===== src/rtl/apb_controller_if.sv =====
// apb_controller_if
//   Groups the AHB-side request/response and APB-side signals of the
//   AHB-to-APB bridge controller. Clock and reset stay outside as plain ports.
//
//   AHB side : valid, Haddr, Hwrite, Hwdata (in); Hreadyout, Hrdata (out)
//   APB side : Prdata (in); Penable, Pwrite, Pselx, Paddr, Pwdata (out)
//
//   modport slave  : the controller's view
//   modport master : the view of whatever drives the controller
interface apb_controller_if;
    logic        valid;
    logic [31:0] Haddr;
    logic        Hwrite;
    logic [31:0] Hwdata;
    logic [31:0] Prdata;
    logic        Penable;
    logic        Pwrite;
    logic [2:0]  Pselx;
    logic [31:0] Paddr;
    logic [31:0] Pwdata;
    logic        Hreadyout;
    logic [31:0] Hrdata;

    modport slave (
        input  valid, Haddr, Hwrite, Hwdata, Prdata,
        output Penable, Pwrite, Pselx, Paddr, Pwdata, Hreadyout, Hrdata
    );

    modport master (
        output valid, Haddr, Hwrite, Hwdata, Prdata,
        input  Penable, Pwrite, Pselx, Paddr, Pwdata, Hreadyout, Hrdata
    );
endinterface


===== src/rtl/apb_controller.sv =====
// apb_controller
//   Accepts qualified AHB transfers, decodes the address into a one-hot APB
//   slave select and sequences the APB SETUP/ENABLE phases. Supports one
//   pending transfer captured while a write is waiting for its data phase.
//
//   Ports:
//     Hclk    : bridge clock, rising edge
//     Hresetn : asynchronous active-low reset
//     bus     : apb_controller_if.slave (AHB request/response + APB signals)
//
//   All APB outputs and Hreadyout are decoded from registered state only;
//   Hrdata passes Prdata through during a selected read ENABLE.
module apb_controller #(
    parameter logic [31:0] SLV0_BASE = 32'h8000_0000,
    parameter logic [31:0] SLV1_BASE = 32'h8400_0000,
    parameter logic [31:0] SLV2_BASE = 32'h8800_0000,
    parameter logic [31:0] SLV_SIZE  = 32'h0400_0000
) (
    input logic              Hclk,
    input logic              Hresetn,
    apb_controller_if.slave  bus
);

    typedef enum logic [2:0] {
        ST_IDLE,
        ST_READ,
        ST_RENABLE,
        ST_WWAIT,
        ST_WRITE,
        ST_WENABLE,
        ST_WRITEP,
        ST_WENABLEP
    } state_t;

    state_t      state_q, state_d;
    logic [31:0] addr_q, addr_d;
    logic        write_q, write_d;
    logic [2:0]  sel_q, sel_d;
    logic [31:0] wdata_q, wdata_d;
    logic [31:0] addr_p_q, addr_p_d;
    logic        write_p_q, write_p_d;
    logic [2:0]  sel_p_q, sel_p_d;

    // Unsigned offset compare: wraps below the base, so one compare covers
    // both region bounds.
    function automatic logic [2:0] decode(input logic [31:0] a);
        logic [2:0] s;
        s[0] = (a - SLV0_BASE) < SLV_SIZE;
        s[1] = (a - SLV1_BASE) < SLV_SIZE;
        s[2] = (a - SLV2_BASE) < SLV_SIZE;
        return s;
    endfunction

    always_comb begin
        state_d   = state_q;
        addr_d    = addr_q;
        write_d   = write_q;
        sel_d     = sel_q;
        wdata_d   = wdata_q;
        addr_p_d  = addr_p_q;
        write_p_d = write_p_q;
        sel_p_d   = sel_p_q;
        case (state_q)
            ST_IDLE, ST_RENABLE, ST_WENABLE: begin
                if (bus.valid) begin
                    addr_d  = bus.Haddr;
                    write_d = bus.Hwrite;
                    sel_d   = decode(bus.Haddr);
                    state_d = bus.Hwrite ? ST_WWAIT : ST_READ;
                end else begin
                    state_d = ST_IDLE;
                end
            end
            ST_READ:  state_d = ST_RENABLE;
            ST_WWAIT: begin
                wdata_d = bus.Hwdata;
                if (bus.valid) begin
                    addr_p_d  = bus.Haddr;
                    write_p_d = bus.Hwrite;
                    sel_p_d   = decode(bus.Haddr);
                    state_d   = ST_WRITEP;
                end else begin
                    state_d = ST_WRITE;
                end
            end
            ST_WRITE:  state_d = ST_WENABLE;
            ST_WRITEP: state_d = ST_WENABLEP;
            ST_WENABLEP: begin
                addr_d  = addr_p_q;
                write_d = write_p_q;
                sel_d   = sel_p_q;
                // The stall keeps the pending write's data on Hwdata here.
                if (write_p_q) begin
                    wdata_d = bus.Hwdata;
                    state_d = ST_WRITE;
                end else begin
                    state_d = ST_READ;
                end
            end
            default: state_d = ST_IDLE;
        endcase
    end

    always_ff @(posedge Hclk or negedge Hresetn) begin
        if (!Hresetn) begin
            state_q   <= ST_IDLE;
            addr_q    <= '0;
            write_q   <= 1'b0;
            sel_q     <= '0;
            wdata_q   <= '0;
            addr_p_q  <= '0;
            write_p_q <= 1'b0;
            sel_p_q   <= '0;
        end else begin
            state_q   <= state_d;
            addr_q    <= addr_d;
            write_q   <= write_d;
            sel_q     <= sel_d;
            wdata_q   <= wdata_d;
            addr_p_q  <= addr_p_d;
            write_p_q <= write_p_d;
            sel_p_q   <= sel_p_d;
        end
    end

    logic apb_active;
    logic apb_write;

    always_comb begin
        apb_active = 1'b0;
        apb_write  = 1'b0;
        case (state_q)
            ST_READ, ST_RENABLE: apb_active = 1'b1;
            ST_WRITE, ST_WENABLE, ST_WRITEP, ST_WENABLEP: begin
                apb_active = 1'b1;
                apb_write  = 1'b1;
            end
            default: ;
        endcase
    end

    assign bus.Penable   = (state_q == ST_RENABLE) || (state_q == ST_WENABLE) ||
                           (state_q == ST_WENABLEP);
    assign bus.Pwrite    = apb_write;
    assign bus.Pselx     = apb_active ? sel_q : 3'b000;
    assign bus.Paddr     = addr_q;
    assign bus.Pwdata    = wdata_q;
    assign bus.Hreadyout = (state_q == ST_IDLE) || (state_q == ST_RENABLE) ||
                           (state_q == ST_WWAIT) || (state_q == ST_WENABLE);
    assign bus.Hrdata    = ((state_q == ST_RENABLE) && (sel_q != 3'b000)) ?
                           bus.Prdata : '0;

endmodule


===== src/flat_wrapper.sv =====
// flat-port wrapper written by rule: the top's interface ports become plain ports
module apb_controller_flat 
#(
    parameter logic [31:0] SLV0_BASE = 32'h8000_0000,
    parameter logic [31:0] SLV1_BASE = 32'h8400_0000,
    parameter logic [31:0] SLV2_BASE = 32'h8800_0000,
    parameter logic [31:0] SLV_SIZE  = 32'h0400_0000
)
  (Hclk, Hresetn, bus_valid, bus_Haddr, bus_Hwrite, bus_Hwdata, bus_Prdata, bus_Penable, bus_Pwrite, bus_Pselx, bus_Paddr, bus_Pwdata, bus_Hreadyout, bus_Hrdata);
  apb_controller_if bus_i ();
  input logic Hclk;
  input logic Hresetn;
  input wire logic [$bits(bus_i.valid)-1:0] bus_valid;
  input wire logic [$bits(bus_i.Haddr)-1:0] bus_Haddr;
  input wire logic [$bits(bus_i.Hwrite)-1:0] bus_Hwrite;
  input wire logic [$bits(bus_i.Hwdata)-1:0] bus_Hwdata;
  input wire logic [$bits(bus_i.Prdata)-1:0] bus_Prdata;
  output wire logic [$bits(bus_i.Penable)-1:0] bus_Penable;
  output wire logic [$bits(bus_i.Pwrite)-1:0] bus_Pwrite;
  output wire logic [$bits(bus_i.Pselx)-1:0] bus_Pselx;
  output wire logic [$bits(bus_i.Paddr)-1:0] bus_Paddr;
  output wire logic [$bits(bus_i.Pwdata)-1:0] bus_Pwdata;
  output wire logic [$bits(bus_i.Hreadyout)-1:0] bus_Hreadyout;
  output wire logic [$bits(bus_i.Hrdata)-1:0] bus_Hrdata;
  assign bus_i.valid = bus_valid;
  assign bus_i.Haddr = bus_Haddr;
  assign bus_i.Hwrite = bus_Hwrite;
  assign bus_i.Hwdata = bus_Hwdata;
  assign bus_i.Prdata = bus_Prdata;
  assign bus_Penable = bus_i.Penable;
  assign bus_Pwrite = bus_i.Pwrite;
  assign bus_Pselx = bus_i.Pselx;
  assign bus_Paddr = bus_i.Paddr;
  assign bus_Pwdata = bus_i.Pwdata;
  assign bus_Hreadyout = bus_i.Hreadyout;
  assign bus_Hrdata = bus_i.Hrdata;
  apb_controller #(.SLV0_BASE(SLV0_BASE), .SLV1_BASE(SLV1_BASE), .SLV2_BASE(SLV2_BASE), .SLV_SIZE(SLV_SIZE)) u_core (.Hclk(Hclk), .Hresetn(Hresetn), .bus(bus_i));
endmodule

===== config.mk =====
export PLATFORM = sky130hd
export DESIGN_NAME = apb_controller_flat
export DESIGN_NICKNAME = d
export VERILOG_FILES = /design/src/rtl/apb_controller_if.sv /design/src/rtl/apb_controller.sv /design/src/flat_wrapper.sv
export SDC_FILE = /design/constraint.sdc
export NUM_CORES = 1
export LEC_CHECK = 0
export CELL_PAD_IN_SITES_DETAIL_PLACEMENT = 1
export CELL_PAD_IN_SITES_GLOBAL_PLACEMENT = 1
export CORE_UTILIZATION = 32
export DETAILED_ROUTE_END_ITERATION = 8
export PLACE_DENSITY = 0.82
export SLEW_MARGIN = 20
export SYNTH_ARGS = -nofsm -noshare
export SYNTH_HDL_FRONTEND = slang
export SYNTH_SLANG_ARGS = --single-unit

===== constraint.sdc =====
create_clock -name Hclk -period 1.9 [get_ports Hclk]
set_input_delay 0.19 -clock Hclk [delete_from_list [all_inputs] [get_ports Hclk]]
set_output_delay 0.19 -clock Hclk [all_outputs]
set_load 0.02 [all_outputs]

==> results of run 1 <==
[flip-flops by register name (all words and copies together), names as in the netlist]
register,count
u_core.bus.Pwdata,32
u_core.sel_q,3
u_core.sel_p_q,3
u_core.state_q,3
u_core.write_p_q,1
u_core.addr_p_q,32
u_core.bus.Paddr,32
[Yosys cell counts, types with 5 or more instances]
master,number
dfrtp_1,106
nor2_1,47
mux2_1,12
buf_6,11
mux2_2,52
o21ai_0,6
nand2_1,11
nor2_2,21
and2_1,32
o22ai_1,32
inv_1,5
buf_2,8
[stage by stage]
step	area (µm²)	TNS (ns)	setup slack, ns
6_report	7150	0	0.0531
5_1_grt	7150	-0.0465	-0.0250
4_1_cts	7130	-0.0282	-0.0282
3_5_place_dp	6960	-0.248	-0.0912
3_3_place_gp	6960	-0.0541	-0.0317
2_1_floorplan	4690	0	0.386
[final cells by class]
type,instances,area share [%]
clock buffers,11,3.39
clock inverters,5,1.08
inverters,6,0.315
multi-input cells,249,25.8
flip-flops and latches,106,37.1
well taps,180,3.15
repair buffers,221,29.2
[worst paths after layout]
path                                              startpoint                                end  slack [ns]
setup reg to reg                 u_core.state_q[0]$_DFF_PN0_   u_core.bus.Paddr[23]$_DFFE_PN0P_        0.08
setup / recovery                 u_core.state_q[0]$_DFF_PN0_                     bus_Hrdata[22]        0.05
max in group asynchronous                            Hresetn  u_core.bus.Pwdata[11]$_DFFE_PN0P_        0.90
hold / removal                                       Hresetn    u_core.bus.Paddr[0]$_DFFE_PN0P_        0.40
hold reg to reg            u_core.bus.Pwdata[26]$_DFFE_PN0P_  u_core.bus.Pwdata[26]$_DFFE_PN0P_        0.48
min in group Hclk                             bus_Hwdata[26]  u_core.bus.Pwdata[26]$_DFFE_PN0P_        0.44
[layer usage]
layer | wire (µm) | vias up | global-route usage, % | share of wire, %
li1 | - | 1735 | - | -
met1 | 5450 | 1890 | 20.7 | 38
met2 | 7710 | 125 | 35.6 | 53
met3 | 1030 | 18 | 4.15 | 7.1
met4 | 320 | 0 | 7.15 | 2.2
met5 | 0 | - | 0 | 0
[layout by cell type (no fill, tap or decap), types with 2 or more instances in the layout]
cell type,Yosys,layout
mux2_2,52,52
and2_1,32,31
mux2i_1,2,2
clkdlybuf4s50_1,0,163
a21oi_1,4,4
inv_1,5,5
ha_1,2,2
o21ai_0,6,6
nand3_1,2,2
xnor2_1,2,2
buf_2,8,30
dfrtp_1,106,106
nor2b_1,4,3
o221ai_1,2,2
nor2_1,47,47
o22ai_1,32,32
bufinv_16,0,2
buf_12,0,7
clkbuf_16,0,9
mux2_1,12,12
nor3_2,1,2
nor2_2,21,21
nand2_1,11,11
clkinv_2,0,2
buf_4,2,18
[logic make-up after synthesis]
kind of cell    Yosys count  share of synthesized area (%)
compound gates           49                           7.31
xor+xnor                  3                          0.560
fa+ha+maj                 2                          0.533
buf+inv                  31                           4.61
flops                   106                           56.5
mux                      66                           15.8
simple gates            128                           14.6
[power breakdown]
part | total, mW | switching (mW) | leakage [nW] | internal [mW]
combinational | 5.86 | 2.94 | 1.68 | 2.92
clock | 2.02 | 0.834 | 0.156 | 1.19
sequential | 4.03 | 0.658 | 1.25 | 3.38
total | 11.9 | 4.44 | 3.09 | 7.48
[timing repair]
action / in CTS / in global routing
endpoints found under the hold margin: 37 / 0
buffers inserted: 0 / 0
resized for setup: 147 / 8
hold buffers: 1 / 0
pin swaps: 2 / 1
setup endpoints to repair: 53 / 29
gates cloned: 0 / 1
==> flow_summary.yaml, run 1 <==
run_status:
  status: "finished, final reports clean"
cells_and_area:
  multi_input_area_um2: 1840
  nFillCells: 1526
  ff_latch_area_um2: 2650
  antennaDiodeCount: 0
  nets: 695
  syn2layout_area_growth_pct: 52.4
  layout.cells.non_filler: 778
  final_core_util_pct: 50.7
  drive_gt1_share_pct: 26.3
worst_setup_path:
  crit_type: "register to output pin"
  slowest_stage: "dfrtp_1"
  worst-path-buf-inv: 3
  cp-start-kind: "register"
  cp_cell_sequence: "inv_2 -> nand2_1 -> nor3_2 -> buf_12 -> and2_1 -> buf_4"
  crit_cells: 6
  crit_arrival_ns: 1.66
  critPathRequiredTime_ns: 1.71
  worstPathMaxFanout: 32
  crit_family: "simple AND/OR/NAND/NOR gates"
  critical_path.max_stage_delay_ns: 0.40
  rr_worst_depth: 6
  crit_path_end_kind: "output pin"
global_route:
  grt_pass1_wl_mm: 21.7
  antenna_found_initial: 0
  grt_use_total_pct: 19.0
  grt.overflow.total: 0
  grt_pass1_vias: 4135
  grt_max_degree: 41
clock_network:
  cts.clk_slew.worst_paths_ns: 0.07
  htreeDepth: 3
  clk_root_buffer_cell: "clkbuf_16"
  insertion_delay_ns: 0.34
  clock-sinks: 106
  clock_path_buffers: 2
  cts_tree: "built"
  numCtsBuffers: 9
detailed_routing:
  wl_mm: 14.5
  wl_per_cell_um: 18.6
  dr.pass1.iters: 4
  antenna_left: 0
  vias_per_cell: 4.84
  drcViolationCount: 0
  route.vias.total: 3768
  first_iter_violations: 124
logic_synthesis:
  synth_enable_flop_cells: 0
  yosysUniqueCellTypes: 38
  synth-seq-cells: 106
  synth_top_cell_area_share_pct: 56.5
  yosysWarnings: 0
  synthCells: 385
  synth_area_per_cell_um2: 12.2
  async_flop_share_pct: 100
  synth_area_um2: 4690
  yosysSeqAreaShare_pct: 56.5
  synth_largest_area_cell: "dfrtp_1"
  syn_nets: 487
  synth_flop_cell: "dfrtp_1"
  synthTopCellsByArea: "dfrtp_1, mux2_2, and2_1, o22ai_1, nor2_1"
die:
  ioPinCount: 202
  core_area_um2: 14100
  die_x_um: 123
  die-area_um2: 15100
  rows: 43
  initial_core_util_pct: 33.3
  die_y_um: 123
timing:
  fmax_ghz: 0.541
  drv_slew: 0
  rsz0062_at_grt: "yes"
  tightestPinTransition_ns: 0.608
  whs_ns: 0.404
  hold_viol: 0
  slew_headroom_pct: 59.5
  period_share_pct: 97.2
  fin_worst_skew_ns: 0.00542
  min_period_ns: 1.85
  finalSetupViolations: 0
place:
  dp_hpwl_mm: 10.4
  io_buffer_count: 201
  dp.cells: 760
  routabilityCongestion: 0.727
min_path:
  hp-class: "input pin to asynchronous set/reset pin"
pwr:
  powerDensity_nw_per_um2: 1670
  p_leak_nw: 3.09
  p_total_mw: 11.9
  ir_drop_v: 0.000654
flow_run:
  cap_violations: 0
No activity file was read; power rests on OpenSTA's default activity.
==> run 2: changes to the inputs <==
--- a/config.mk
+++ b/config.mk
@@ -5,6 +5,7 @@
 export SDC_FILE = /design/constraint.sdc
 export NUM_CORES = 1
 export LEC_CHECK = 0
+export CAP_MARGIN = 20
 export CELL_PAD_IN_SITES_DETAIL_PLACEMENT = 1
 export CELL_PAD_IN_SITES_GLOBAL_PLACEMENT = 1
 export CORE_UTILIZATION = 32
==> results of run 2 <==
The final DEF is identical to that of run 1; final timing and power are the same.
==> run 3: changes to the inputs <==
--- a/config.mk
+++ b/config.mk
@@ -5,7 +5,7 @@
 export SDC_FILE = /design/constraint.sdc
 export NUM_CORES = 1
 export LEC_CHECK = 0
-export CAP_MARGIN = 20
+export CAP_MARGIN = 10
 export CELL_PAD_IN_SITES_DETAIL_PLACEMENT = 1
 export CELL_PAD_IN_SITES_GLOBAL_PLACEMENT = 1
 export CORE_UTILIZATION = 32
==> results of run 3 <==
The final DEF is identical to that of run 1; final timing and power are the same.
